==> src/rtl/nw_path_reader.sv <==
// Needleman-Wunsch traceback reader: buffers the end-to-start coordinate path in a
// LIFO, validates each step, then replays it start-to-end as scored alignment columns.
module nw_path_reader #(
    parameter int        LENGTH      = 10,
    parameter int        CWIDTH      = 2,
    parameter int        SWIDTH      = 16,
    parameter int        CORD_LENGTH = 8,
    parameter int signed MATCH       = 1,
    parameter int signed MISMATCH    = -1,
    parameter int signed INDEL       = -1,
    parameter int        DEPTH       = 2*LENGTH-1
) (
    input  logic                     clk,
    input  logic                     reset,
    input  logic [LENGTH*CWIDTH-1:0] s1,
    input  logic [LENGTH*CWIDTH-1:0] s2,
    input  logic                     start,
    input  logic                     in_valid,
    input  logic [CORD_LENGTH-1:0]   in_x,
    input  logic [CORD_LENGTH-1:0]   in_y,
    output logic                     in_ready,
    output logic                     out_valid,
    input  logic                     out_ready,
    output logic [CWIDTH-1:0]        out_c1,
    output logic [CWIDTH-1:0]        out_c2,
    output logic                     out_gap1,
    output logic                     out_gap2,
    output logic                     out_last,
    output logic signed [SWIDTH-1:0] score,
    output logic                     done,
    output logic                     error
);

    localparam int CNT_W = $clog2(DEPTH+1);
    localparam logic [CORD_LENGTH-1:0] CORNER = CORD_LENGTH'(LENGTH-1);

    localparam logic [2:0] IDLE = 3'd0;
    localparam logic [2:0] LOAD = 3'd1;
    localparam logic [2:0] EMIT = 3'd2;
    localparam logic [2:0] DONE = 3'd3;
    localparam logic [2:0] ERR  = 3'd4;

    logic [2:0]                   state;
    logic [2*CORD_LENGTH-1:0]     lifo [DEPTH];
    logic [CNT_W-1:0]             count;
    logic [CORD_LENGTH-1:0]       prev_x, prev_y;
    logic                         first_col;

    logic                         dec_x, dec_y, same_x, same_y, step_ok, push_ok, push_en;
    logic [CNT_W-1:0]             top_idx;
    logic [CORD_LENGTH-1:0]       top_x, top_y;
    logic                         advance;
    logic                         col_gap1, col_gap2;
    logic [CWIDTH-1:0]            col_c1, col_c2;
    logic signed [SWIDTH-1:0]     weight;

    function automatic logic [CWIDTH-1:0] char_at(input logic [LENGTH*CWIDTH-1:0] str,
                                                  input logic [CORD_LENGTH-1:0]   idx);
        char_at = '0;
        for (int j = 0; j < LENGTH; j++)
            if (idx == CORD_LENGTH'(j)) char_at = str[(LENGTH-1-j)*CWIDTH +: CWIDTH];
    endfunction

    assign in_ready = (state == LOAD);
    assign done     = (state == DONE);
    assign error    = (state == ERR);

    // NOTE: every always_comb output gets a default first so no latch can be inferred.
    always_comb begin
        dec_x   = (prev_x != '0) && (in_x == prev_x - CORD_LENGTH'(1));
        dec_y   = (prev_y != '0) && (in_y == prev_y - CORD_LENGTH'(1));
        same_x  = (in_x == prev_x);
        same_y  = (in_y == prev_y);
        step_ok = 1'b0;
        if (count == '0)
            step_ok = (in_x == CORNER) && (in_y == CORNER);
        else
            step_ok = (dec_x && same_y) || (same_x && dec_y) || (dec_x && dec_y);
        push_ok = step_ok && (in_x <= CORNER) && (in_y <= CORNER) && (count != CNT_W'(DEPTH));
        push_en = (state == LOAD) && in_valid && push_ok;
    end

    // The first popped entry is always (0,0) and forms a plain pair column.
    always_comb begin
        top_idx  = (count == '0) ? '0 : count - CNT_W'(1);
        top_x    = lifo[top_idx][2*CORD_LENGTH-1:CORD_LENGTH];
        top_y    = lifo[top_idx][CORD_LENGTH-1:0];
        advance  = (state == EMIT) && (!out_valid || out_ready) && (count != '0);
        col_gap1 = !first_col && (top_x != prev_x) && (top_y == prev_y);
        col_gap2 = !first_col && (top_x == prev_x) && (top_y != prev_y);
        col_c1   = col_gap1 ? '0 : char_at(s1, top_y);
        col_c2   = col_gap2 ? '0 : char_at(s2, top_x);
        if (out_gap1 || out_gap2)
            weight = SWIDTH'(INDEL);
        else if (out_c1 == out_c2)
            weight = SWIDTH'(MATCH);
        else
            weight = SWIDTH'(MISMATCH);
    end

    // NOTE: path storage is left unreset; count alone decides which entries are live.
    always_ff @(posedge clk) begin
        if (push_en) lifo[count] <= {in_x, in_y};
    end

    // NOTE: state registers use non-blocking assignments so every update sees pre-edge values.
    always_ff @(posedge clk or negedge reset) begin
        if (!reset) begin
            state     <= IDLE;
            count     <= '0;
            prev_x    <= '0;
            prev_y    <= '0;
            first_col <= 1'b0;
            score     <= '0;
            out_valid <= 1'b0;
            out_c1    <= '0;
            out_c2    <= '0;
            out_gap1  <= 1'b0;
            out_gap2  <= 1'b0;
            out_last  <= 1'b0;
        end else begin
            case (state)
                IDLE, DONE, ERR: begin
                    if (start) begin
                        state     <= LOAD;
                        count     <= '0;
                        score     <= '0;
                        out_valid <= 1'b0;
                        out_c1    <= '0;
                        out_c2    <= '0;
                        out_gap1  <= 1'b0;
                        out_gap2  <= 1'b0;
                        out_last  <= 1'b0;
                    end
                end
                LOAD: begin
                    if (in_valid) begin
                        if (!push_ok) begin
                            state <= ERR;
                        end else begin
                            count  <= count + CNT_W'(1);
                            prev_x <= in_x;
                            prev_y <= in_y;
                            if (in_x == '0 && in_y == '0) begin
                                state     <= EMIT;
                                first_col <= 1'b1;
                            end
                        end
                    end
                end
                EMIT: begin
                    if (out_valid && out_ready) begin
                        score <= score + weight;
                        if (out_last) begin
                            state     <= DONE;
                            out_valid <= 1'b0;
                        end
                    end
                    if (advance) begin
                        out_valid <= 1'b1;
                        out_c1    <= col_c1;
                        out_c2    <= col_c2;
                        out_gap1  <= col_gap1;
                        out_gap2  <= col_gap2;
                        out_last  <= (count == CNT_W'(1));
                        count     <= count - CNT_W'(1);
                        prev_x    <= top_x;
                        prev_y    <= top_y;
                        first_col <= 1'b0;
                    end
                end
                default: state <= IDLE;
            endcase
        end
    end

endmodule

==> config.mk <==
export PLATFORM = sky130hd
export DESIGN_NAME = nw_path_reader
export DESIGN_NICKNAME = d
export VERILOG_FILES = /design/src/rtl/nw_path_reader.sv
export SDC_FILE = /design/constraint.sdc
export NUM_CORES = 1
export LEC_CHECK = 0
export ABC_AREA = 1
export BUFFER_PORTS_ARGS = -buffer_cell sky130_fd_sc_hd__buf_2
export CORE_MARGIN = 2
export CORE_UTILIZATION = 30
export DETAILED_ROUTE_END_ITERATION = 10
export PLACE_DENSITY_LB_ADDON = 0.05
export SYNTH_ARGS = -nofsm -noshare
export SYNTH_HDL_FRONTEND = slang
export SYNTH_SLANG_ARGS = --single-unit
export TNS_END_PERCENT = 100
==> constraint.sdc <==
create_clock -name clk -period 5 [get_ports clk]
set_input_delay 1 -clock clk [delete_from_list [all_inputs] [get_ports clk]]
set_output_delay 1 -clock clk [all_outputs]
set_load 0.05 [all_outputs]
==> out/metrics.cfg, run 1 <==
[status]
status=finished clean

[placed_design]
port_buffers=87
place_congestion=0.830
hpwlAfterDp_um=36600

[routing]
dr.first_iter.drc_count=863
drt.antenna.violating_nets=0
drtPass1Iterations=5
routedWlPerCell_um=20.5
vias=12900
wirelength_um=55500
post-route-drc-count=0
viasPerCell=4.79

[hold_path]
min_from=score[14]
hp-class=reg2reg
min_delay_worst_endpoint=score[14]
holdPathStages=2

[worst_setup_path]
cp-start-kind=register
path_class=reg2reg
rr_worst_depth=21
required_ns=5.45
worstPathArrival_ns=4.54
r2r-end=out_c2[0]
crit_fanout=57
r2r_setup_slack_ns=0.91
cp-end-kind=register
rr_startpoint=count[0]

[die]
die_y_um=244
initial_core_util=0.305
die_area_mm2=0.0595
rows=87
die_w_um=244
num_io_pins=88
design.core.area_mm2=0.0567

[clocking]
cts_max_level=2
numCtsBuffers=43
clock_path_buffers=3
tritoncts=done
worstSkewPairLatency_ns=0.57
hold_buffers=0
clkTransAtPathRegs_ns=0.06
cts_sinks=353
cts_setup_buffers=0
cts_resized=0
root_buffer=clkbuf_16

[pwr]
ir_drop_uv=195
power_density_mw_per_mm2=350
leakagePower_nw=8.32

[synth]
ys_async_sr_fraction=0.139
ys_warn_count=0
synth_seq_cells=353
ys_top_cells_by_count=nand2_1 (412), edfxtp_1 (304), nand3_1 (272), inv_1 (190), nor2_1 (125)
synth_most_common_cell=nand2_1
synth.top_cell.area_share=0.528
syn_area_mm2=0.0173
netlist.top_cell.by_area=edfxtp_1
postSynthAreaPerCell_um2=9.69
syn-num-nets=1868
yosysUniqueCellTypes=45
synth_enable_flop_cells=304
synth_seq_area_share=0.599
yosys-top-cells-area=edfxtp_1 (53%), nand2_1 (8.9%), nand3_1 (7.9%)
syn_inst=1784
synth-main-ff-cell=edfxtp_1

[final_layout]
drive_gt1_frac=0.135
final_nets=1995
antennaDiodeCount=0
fillers=5744
area_growth_pct=17.6

[timing]
maxSlewViolCount=0
tightest_slew_ns=0.815
fin_crit_ns=4.09
rsz0062_at_grt=no
timing.final.crit_share=0.818
worst_hold_slack_ns=0.518
hold_viol_final=0
fmax_ghz=0.245
slew_headroom=0.442
setup_viol=0
finClkSkew_ns=0.0168
tns_ns=0

[grt]
antenna_found_initial=1
grt_max_degree=104
grt_pass1_vias=12800
grt_util_all_layers=0.185
overflow=0
grt_pass1_wl_um=82700

[run]
cap_violations=0

## worst max-delay path by stage
stage	startpoint	endpoint	slack [ns]
floorplan	count[0]	lifo[3][0]	0.94
global placement	in_x[0]	lifo[5][14]	0.54
detailed placement	in_x[7]	lifo[17][11]	0.67
CTS	count[0]	out_c2[1]	0.87
global route	count[0]	out_c2[0]	0.46
finish	count[0]	out_c2[0]	0.91
## per-stage QoR
stage               cells  power [mW]   util  area, µm²  setup WS (ns)
global placement     2622        4.15  0.335      19000          0.540
finish               2702        7.10  0.358      20300          0.912
global route         2702        7.41  0.358      20300          0.459
CTS                  2702        7.21  0.358      20300          0.871
detailed placement   2622        4.14  0.335      19000          0.666
floorplan            1784        3.86      -      17300          0.938
## registers in the layout (all words and copies together) (netlist names), 2 cells and up
| name | flops |
|---|---|
| count | 5 |
| lifo | 304 |
| out_c1 | 2 |
| out_c2 | 2 |
| prev_x | 8 |
| prev_y | 8 |
| score | 16 |
| state | 3 |
## worst max-delay path, cell delays in order, from the launching register on
cell and delay (ns):
dfrtp_1 0.45, clkinv_2 0.13, ha_1 0.53, inv_1 0.22
nand2_4 0.14, buf_12 0.31, nand3_1 0.12, nand3_1 0.10
nand3_1 0.15, nand2_1 0.11, nand2_1 0.05, nand2_1 0.22
nand2_1 0.14, nor2_2 0.40, nand2_1 0.18, or2_0 0.23
nand2_1 0.07, nand4_1 0.08, nor2_1 0.09, nand3_1 0.08
nand2_1 0.07, nand2_1 0.04
## cell type report
| class | instances | area (µm²) | area share |
|---|---|---|---|
| Timing Repair Buffer | 158 | 1040 | 0.0514 |
| Inverter | 201 | 756 | 0.0372 |
| Clock inverter | 25 | 213 | 0.0105 |
| Sequential cell | 353 | 10400 | 0.510 |
| Clock buffer | 55 | 1130 | 0.0557 |
| Tap cell | 756 | 946 | 0.0466 |
| Multi-Input combinational cell | 1154 | 5870 | 0.289 |
## metal layers
metal	routed length [µm]	GRT usage	vias to the layer above
met5	0	0	-
met4	1440	0.0545	0
met3	1650	0.0245	67
met2	25900	0.300	198
met1	26500	0.258	6309
li1	-	-	6356
## cells by family after synthesis
logic type	after synthesis	synth area share
fa+ha+maj	23	0.0171
compound gates	160	0.0549
flops	353	0.599
xor+xnor	35	0.0177
buf+inv	277	0.0645
simple gates	935	0.246
mux	1	0.000579
## cells in the final DEF, fill, tap and decap left out, types with 25 or more instances in the layout
| cell type | instances |
|---|---|
| nand3b_1 | 60 |
| nor2_1 | 113 |
| nand3_1 | 272 |
| o21ai_0 | 72 |
| buf_4 | 65 |
| edfxtp_1 | 304 |
| inv_1 | 189 |
| dfrtp_1 | 49 |
| buf_2 | 87 |
| clkbuf_16 | 43 |
| a21oi_1 | 29 |
| o211ai_1 | 25 |
| nand2_1 | 411 |
## power breakdown
group / internal, mW / switching [mW] / leakage [nW]
combinational: 0.238 / 0.463 / 4.30
clock: 1.76 / 1.26 / 0.651
sequential: 3.27 / 0.108 / 3.37
No activity file was read; power rests on OpenSTA's default activity.
==> run 2, diff against run 1 <==
ABC_AREA = 0   (was 1)
clock period = 4.15 ns   (was 5 ns; I/O delays follow)
==> out/metrics.cfg, run 2 <==
[synth]
postSynthAreaPerCell_um2=12.0  ; was 9.69 µm²
yosys-top-cells-area=edfxtp_1 (55%), dfrtp_1 (7.3%), nand2_1 (4.1%)  ; was edfxtp_1 (53%), nand2_1 (8.9%), nand3_1 (7.9%)
synth.top_cell.area_share=0.546  ; was 0.528
syn-num-nets=1476  ; was 1868
syn_inst=1392  ; was 1784
synth_seq_area_share=0.619  ; was 0.599
synth_enable_flop_cells=304  ; unchanged
yosysUniqueCellTypes=91  ; was 45
synth-main-ff-cell=edfxtp_1  ; unchanged
synth_seq_cells=353  ; unchanged
syn_area_mm2=0.0167  ; was 0.0173 mm²
synth_most_common_cell=edfxtp_1  ; was nand2_1
ys_warn_count=0  ; unchanged
ys_async_sr_fraction=0.139  ; unchanged
ys_top_cells_by_count=edfxtp_1 (304), nand2_1 (181), nor2_1 (101), o21ai_0 (65), nand3_1 (56)  ; was nand2_1 (412), edfxtp_1 (304), nand3_1 (272), inv_1 (190), nor2_1 (125)
netlist.top_cell.by_area=edfxtp_1  ; unchanged

[clocking]
hold_buffers=0  ; unchanged
numCtsBuffers=43  ; unchanged
worstSkewPairLatency_ns=0.59  ; was 0.57 ns
cts_sinks=353  ; unchanged
cts_max_level=2  ; unchanged
clock_path_buffers=3  ; unchanged
root_buffer=clkbuf_16  ; unchanged
tritoncts=done  ; unchanged
clkTransAtPathRegs_ns=0.06  ; about the same

[worst_setup_path]
cp-start-kind=register  ; unchanged
worstPathArrival_ns=4.51  ; was 4.54 ns
path_class=reg2reg  ; unchanged
crit_fanout=12  ; was 57
required_ns=4.60  ; was 5.45 ns
cp-end-kind=register  ; unchanged
rr_worst_depth=16  ; was 21

[die]
rows=86  ; was 87
die_w_um=240  ; was 244 µm
design.core.area_mm2=0.0551  ; was 0.0567 mm²
num_io_pins=88  ; unchanged
die_area_mm2=0.0577  ; was 0.0595 mm²
initial_core_util=0.304  ; was 0.305
die_y_um=240  ; was 244 µm

[final_layout]
max_flop_register=lifo  ; unchanged
final_common_cell=edfxtp_1  ; was nand2_1
layout.cells.non_filler=2409  ; was 2702
fillers=5382  ; was 5744
final_cell_mix=edfxtp_1 (304), nand2_1 (179), buf_4 (144), nor2_1 (87), buf_2 (87)  ; was nand2_1 (411), edfxtp_1 (304), nand3_1 (272), inv_1 (189), nor2_1 (113)
top_regs=lifo (304), score (16)  ; unchanged
drive_gt1_frac=0.249  ; was 0.135
area_growth_pct=26.6  ; was 17.6%
largest_reg_flops=304  ; unchanged
antennaDiodeCount=0  ; unchanged
final_nets=1713  ; was 1995

[placed_design]
hpwlAfterDp_um=40800  ; was 36600 µm
place_inst=2315  ; was 2622
port_buffers=87  ; unchanged
place_congestion=0.886  ; was 0.830

[timing]
timing.final.crit_share=0.978  ; was 0.818
setup_viol=0  ; unchanged
tns_ns=0  ; unchanged
rsz0062_at_grt=no  ; unchanged
maxSlewViolCount=0  ; unchanged
fin_crit_ns=4.06  ; was 4.09 ns
worst_hold_slack_ns=0.337  ; was 0.518 ns
finClkSkew_ns=0.0217  ; was 0.0168 ns
fmax_ghz=0.246  ; was 0.245 GHz
hold_viol_final=0  ; unchanged
tightest_slew_ns=0.829  ; was 0.815 ns
slew_headroom=0.448  ; was 0.442

[pwr]
ir_drop_uv=553  ; was 195 µV
power_density_mw_per_mm2=766  ; was 350 mW/mm²
leakagePower_nw=7.77  ; was 8.32 nW

[routing]
vias=12600  ; was 12900
wirelength_um=61700  ; was 55500 µm
dr.first_iter.drc_count=1035  ; was 863
drt.antenna.violating_nets=0  ; unchanged
viasPerCell=5.24  ; was 4.79
drtPass1Iterations=5  ; unchanged
routedWlPerCell_um=25.6  ; was 20.5 µm
post-route-drc-count=0  ; unchanged

[run]
cap_violations=0  ; unchanged

[hold_path]
hp-class=in2async  ; was reg2reg

[grt]
antenna_found_initial=0  ; was 1
grt_util_all_layers=0.212  ; was 0.185
grt_pass1_vias=12500  ; was 12800
grt_max_degree=66  ; was 104
overflow=0  ; unchanged
grt_pass1_wl_um=88100  ; was 82700 µm

[status]
status=finished clean  ; unchanged

-- run 2: final cells by class --
cell class	count	area (µm²)	area share
clock buffer	52	1130	0.0534
clock inverter	25	176	0.00833
inverter	29	114	0.00537
multi-input combinational	936	6260	0.295
sequential	353	10400	0.489
tap	748	936	0.0442
timing repair buffer	266	2220	0.105
-- run 2: metrics by stage --
step	util	power (mW)	setup WS, ns	cell area (µm²)
4_1_cts	0.378	15.6	0.00814	20800
6_report	0.385	16.2	0.0912	21200
3_5_place_dp	0.353	11.9	-0.240	19500
5_1_grt	0.385	17.0	0.000895	21200
3_3_place_gp	0.353	12.0	-0.277	19500
2_1_floorplan	-	8.39	-0.000375	16800
-- run 2: power by group --
part / internal, mW / switching [mW] / total [mW]
Clock: 2.01 / 1.55 / 3.56
Combinational: 3.53 / 5.22 / 8.75
Sequential: 3.88 / 0.0470 / 3.93
-- run 2: timing repair --
| item | CTS | global route |
|---|---|---|
| gates resized for setup | 5 | 40 |
| endpoints found under the setup margin | 6 | 8 |
| gates cloned | 0 | 5 |
| setup buffers | 0 | 12 |
| pin swaps | 0 | 8 |
-- run 2: critical path: stages, from the launching register on --
cell and delay [ns]:
dfrtp_2 0.47, buf_4 0.19, nor4b_4 0.26, buf_4 0.21
buf_12 0.16, nor2_4 0.05, clkbuf_4 0.20, buf_4 0.15
buf_4 0.14, a311oi_2 0.36, nor2b_1 0.12, a21oi_1 0.13
a41o_1 0.18, nand4_1 0.09, or4_4 0.54, or3_4 0.40
a32o_1 0.27
-- run 2: cell families (layout without fill, tap and decap cells) --
family,count (synthesis),after routing,synth area share
AOI/OAI and AO/OA,317,317,0.129
xor gates and xnor gates,40,40,0.0209
adders and majority gates,23,23,0.0176
buffers and inverters,104,372,0.0273
DFF,353,353,0.619
muxes,68,68,0.0459
and+or+nand+nor,487,488,0.140
-- run 2: final timing paths --
path,startpoint,to,slack [ns]
max,count[2],out_c1[0],0.09
min,reset,prev_y[4],0.34
max reg2reg,count[2],out_c1[0],0.09
min reg2reg,score[5],score[5],0.51
max in group asynchronous,reset,score[0],2.97
min in group clk,score[5],score[5],0.51
-- run 2: per-layer routing --
layer	vias to the layer above	global-route usage	share of wire
li1	5795	-	-
met1	6402	0.303	0.47
met2	354	0.336	0.46
met3	70	0.0342	0.051
met4	0	0.0478	0.019
met5	-	0	0
==> run 3, diff against run 2 <==
PLACE_DENSITY_LB_ADDON = not set   (was 0.05)
SKIP_CTS_REPAIR_TIMING = 1   (was not set)
==> out/metrics.cfg, run 3 (synthesized netlist as in run 2, its figures left out) <==
[timing]
worst_hold_slack_ns=0.219  ; was 0.337 ns
fin_crit_ns=4.04  ; was 4.06 ns
setup_viol=0  ; unchanged
rsz0062_at_grt=no  ; unchanged
slew_headroom=0.514  ; was 0.448
timing.final.crit_share=0.973  ; was 0.978
hold_viol_final=0  ; unchanged
maxSlewViolCount=0  ; unchanged
fmax_ghz=0.248  ; was 0.246 GHz
tightest_slew_ns=0.724  ; was 0.829 ns
finClkSkew_ns=0.0440  ; was 0.0217 ns

[clocking]
clock_path_buffers=3  ; unchanged
worstSkewPairLatency_ns=0.59  ; about the same
cts_max_level=2  ; unchanged
numCtsBuffers=39  ; was 43
root_buffer=clkbuf_16  ; unchanged
clkTransAtPathRegs_ns=0.06  ; about the same
cts_sinks=353  ; unchanged
tritoncts=done  ; unchanged

[worst_setup_path]
cp-start-kind=register  ; unchanged
path_class=reg2reg  ; unchanged
crit_fanout=27  ; was 12
cp-end-kind=register  ; unchanged
r2r_setup_slack_ns=0.11  ; was 0.09 ns
cp-startpoint=count[0]  ; was count[2]
worstSetupEndpoint=out_c1[0]  ; unchanged
rr_startpoint=count[0]  ; was count[2]
rr_worst_depth=13  ; was 16
r2r-end=out_c1[0]  ; unchanged
required_ns=4.61  ; was 4.60 ns
worstPathArrival_ns=4.50  ; was 4.51 ns

[final_layout]
antennaDiodeCount=0  ; unchanged
final_util=0.371  ; was 0.385
drive_gt1_frac=0.219  ; was 0.249
area_growth_pct=22.0  ; was 26.6%
largest_reg_flops=304  ; unchanged
final_cell_mix=edfxtp_1 (304), nand2_1 (179), buf_4 (119), nor2_1 (90), buf_2 (87)  ; was edfxtp_1 (304), nand2_1 (179), buf_4 (144), nor2_1 (87), buf_2 (87)
final_common_cell=edfxtp_1  ; unchanged
max_flop_register=lifo  ; unchanged
final_nets=1668  ; was 1713
top_regs=lifo (304), score (16)  ; unchanged

[grt]
overflow=0  ; unchanged
grt_max_degree=44  ; was 66
grt_util_all_layers=0.184  ; was 0.212
antenna_found_initial=0  ; unchanged
grt_pass1_vias=12400  ; was 12500
grt_pass1_wl_um=78700  ; was 88100 µm

[die]
die_y_um=240  ; unchanged
num_io_pins=88  ; unchanged
initial_core_util=0.304  ; unchanged
design.core.area_mm2=0.0551  ; unchanged
die_area_mm2=0.0577  ; unchanged
die_w_um=240  ; unchanged
rows=86  ; unchanged

[placed_design]
port_buffers=87  ; unchanged
place_congestion=0.896  ; was 0.886
hpwlAfterDp_um=36400  ; was 40800 µm

[run]
cap_violations=0  ; unchanged

[pwr]
leakagePower_nw=7.43  ; was 7.77 nW
power_density_mw_per_mm2=731  ; was 766 mW/mm²
fin_total_pwr_mw=14.9  ; was 16.2 mW
ir_drop_uv=409  ; was 553 µV

[routing]
drt.antenna.violating_nets=0  ; unchanged
viasPerCell=5.33  ; was 5.24
wirelength_um=53100  ; was 61700 µm
drtPass1Iterations=6  ; was 5
routedWlPerCell_um=22.5  ; was 25.6 µm
dr.first_iter.drc_count=1448  ; was 1035
vias=12600  ; about the same
post-route-drc-count=0  ; unchanged

[status]
status=finished clean  ; unchanged

[hold_path]
hp-class=in2async  ; unchanged

[run 3: changes by cell type in the layout (fill, tap and decap cells not counted), moves of 4 or more]
cell and change:
buf_4 -25, nor3_4 -4, clkinv_1 -5, clkbuf_16 -9, nor3_2 +4, buf_12 -10
[run 3: per-stage QoR]
stage / instances / setup slack, ns / TNS (ns) / instance area, µm²
global placement: 2289 / 0.113 / 0 / 19100
finish: 2363 / 0.111 / 0 / 20400
floorplan: 1392 / -0.000375 / -0.000375 / 16800
global route: 2363 / 0.00637 / 0 / 20400
CTS: 2361 / -0.00426 / -0.00426 / 20400
detailed placement: 2289 / 0.00635 / 0 / 19100
[run 3: worst min path at each step]
stage                     startpoint         to  cells after the start
after global routing           reset  prev_y[6]                      1
after CTS                      reset  prev_y[3]                      1
after global placement      out_gap1   out_gap1                      2
final                          reset   score[0]                      1
after detailed placement    score[8]   score[8]                      2
after floorplan            prev_x[7]  prev_x[7]                      2
[run 3: layout make-up]
class                   count  area [µm²]
clock buffers              45        1010
clock inverters            27         216
fillers                  5370       34700
inverters                  29         111
multi-input cells         935        6070
flip-flops and latches    353       10400
well taps                 748         936
repair buffers            226        1720
[run 3: layer usage]
metal	global-route usage	share of wire
met1	0.245	0.41
met2	0.295	0.46
met3	0.0413	0.097
met4	0.0659	0.029
met5	0	0
[run 3: where the power goes]
group / total, mW / switching, mW / internal (mW)
Clock: 3.31 / 1.47 / 1.83
Sequential: 3.93 / 0.0486 / 3.88
Combinational: 7.69 / 4.68 / 3.01
Total: 14.9 / 6.21 / 8.72
[run 3: worst max-delay path, stage by stage (launching register included)]
cell and delay, ns:
dfrtp_2 0.43, inv_4 0.09, ha_4 0.17, or4b_4 0.53
buf_12 0.19, and2_0 0.16, mux4_2 0.49, a21oi_4 0.20
o32ai_4 0.14, a221oi_2 0.29, a31oi_1 0.12, or4_4 0.46
or3_4 0.39, a32o_1 0.26
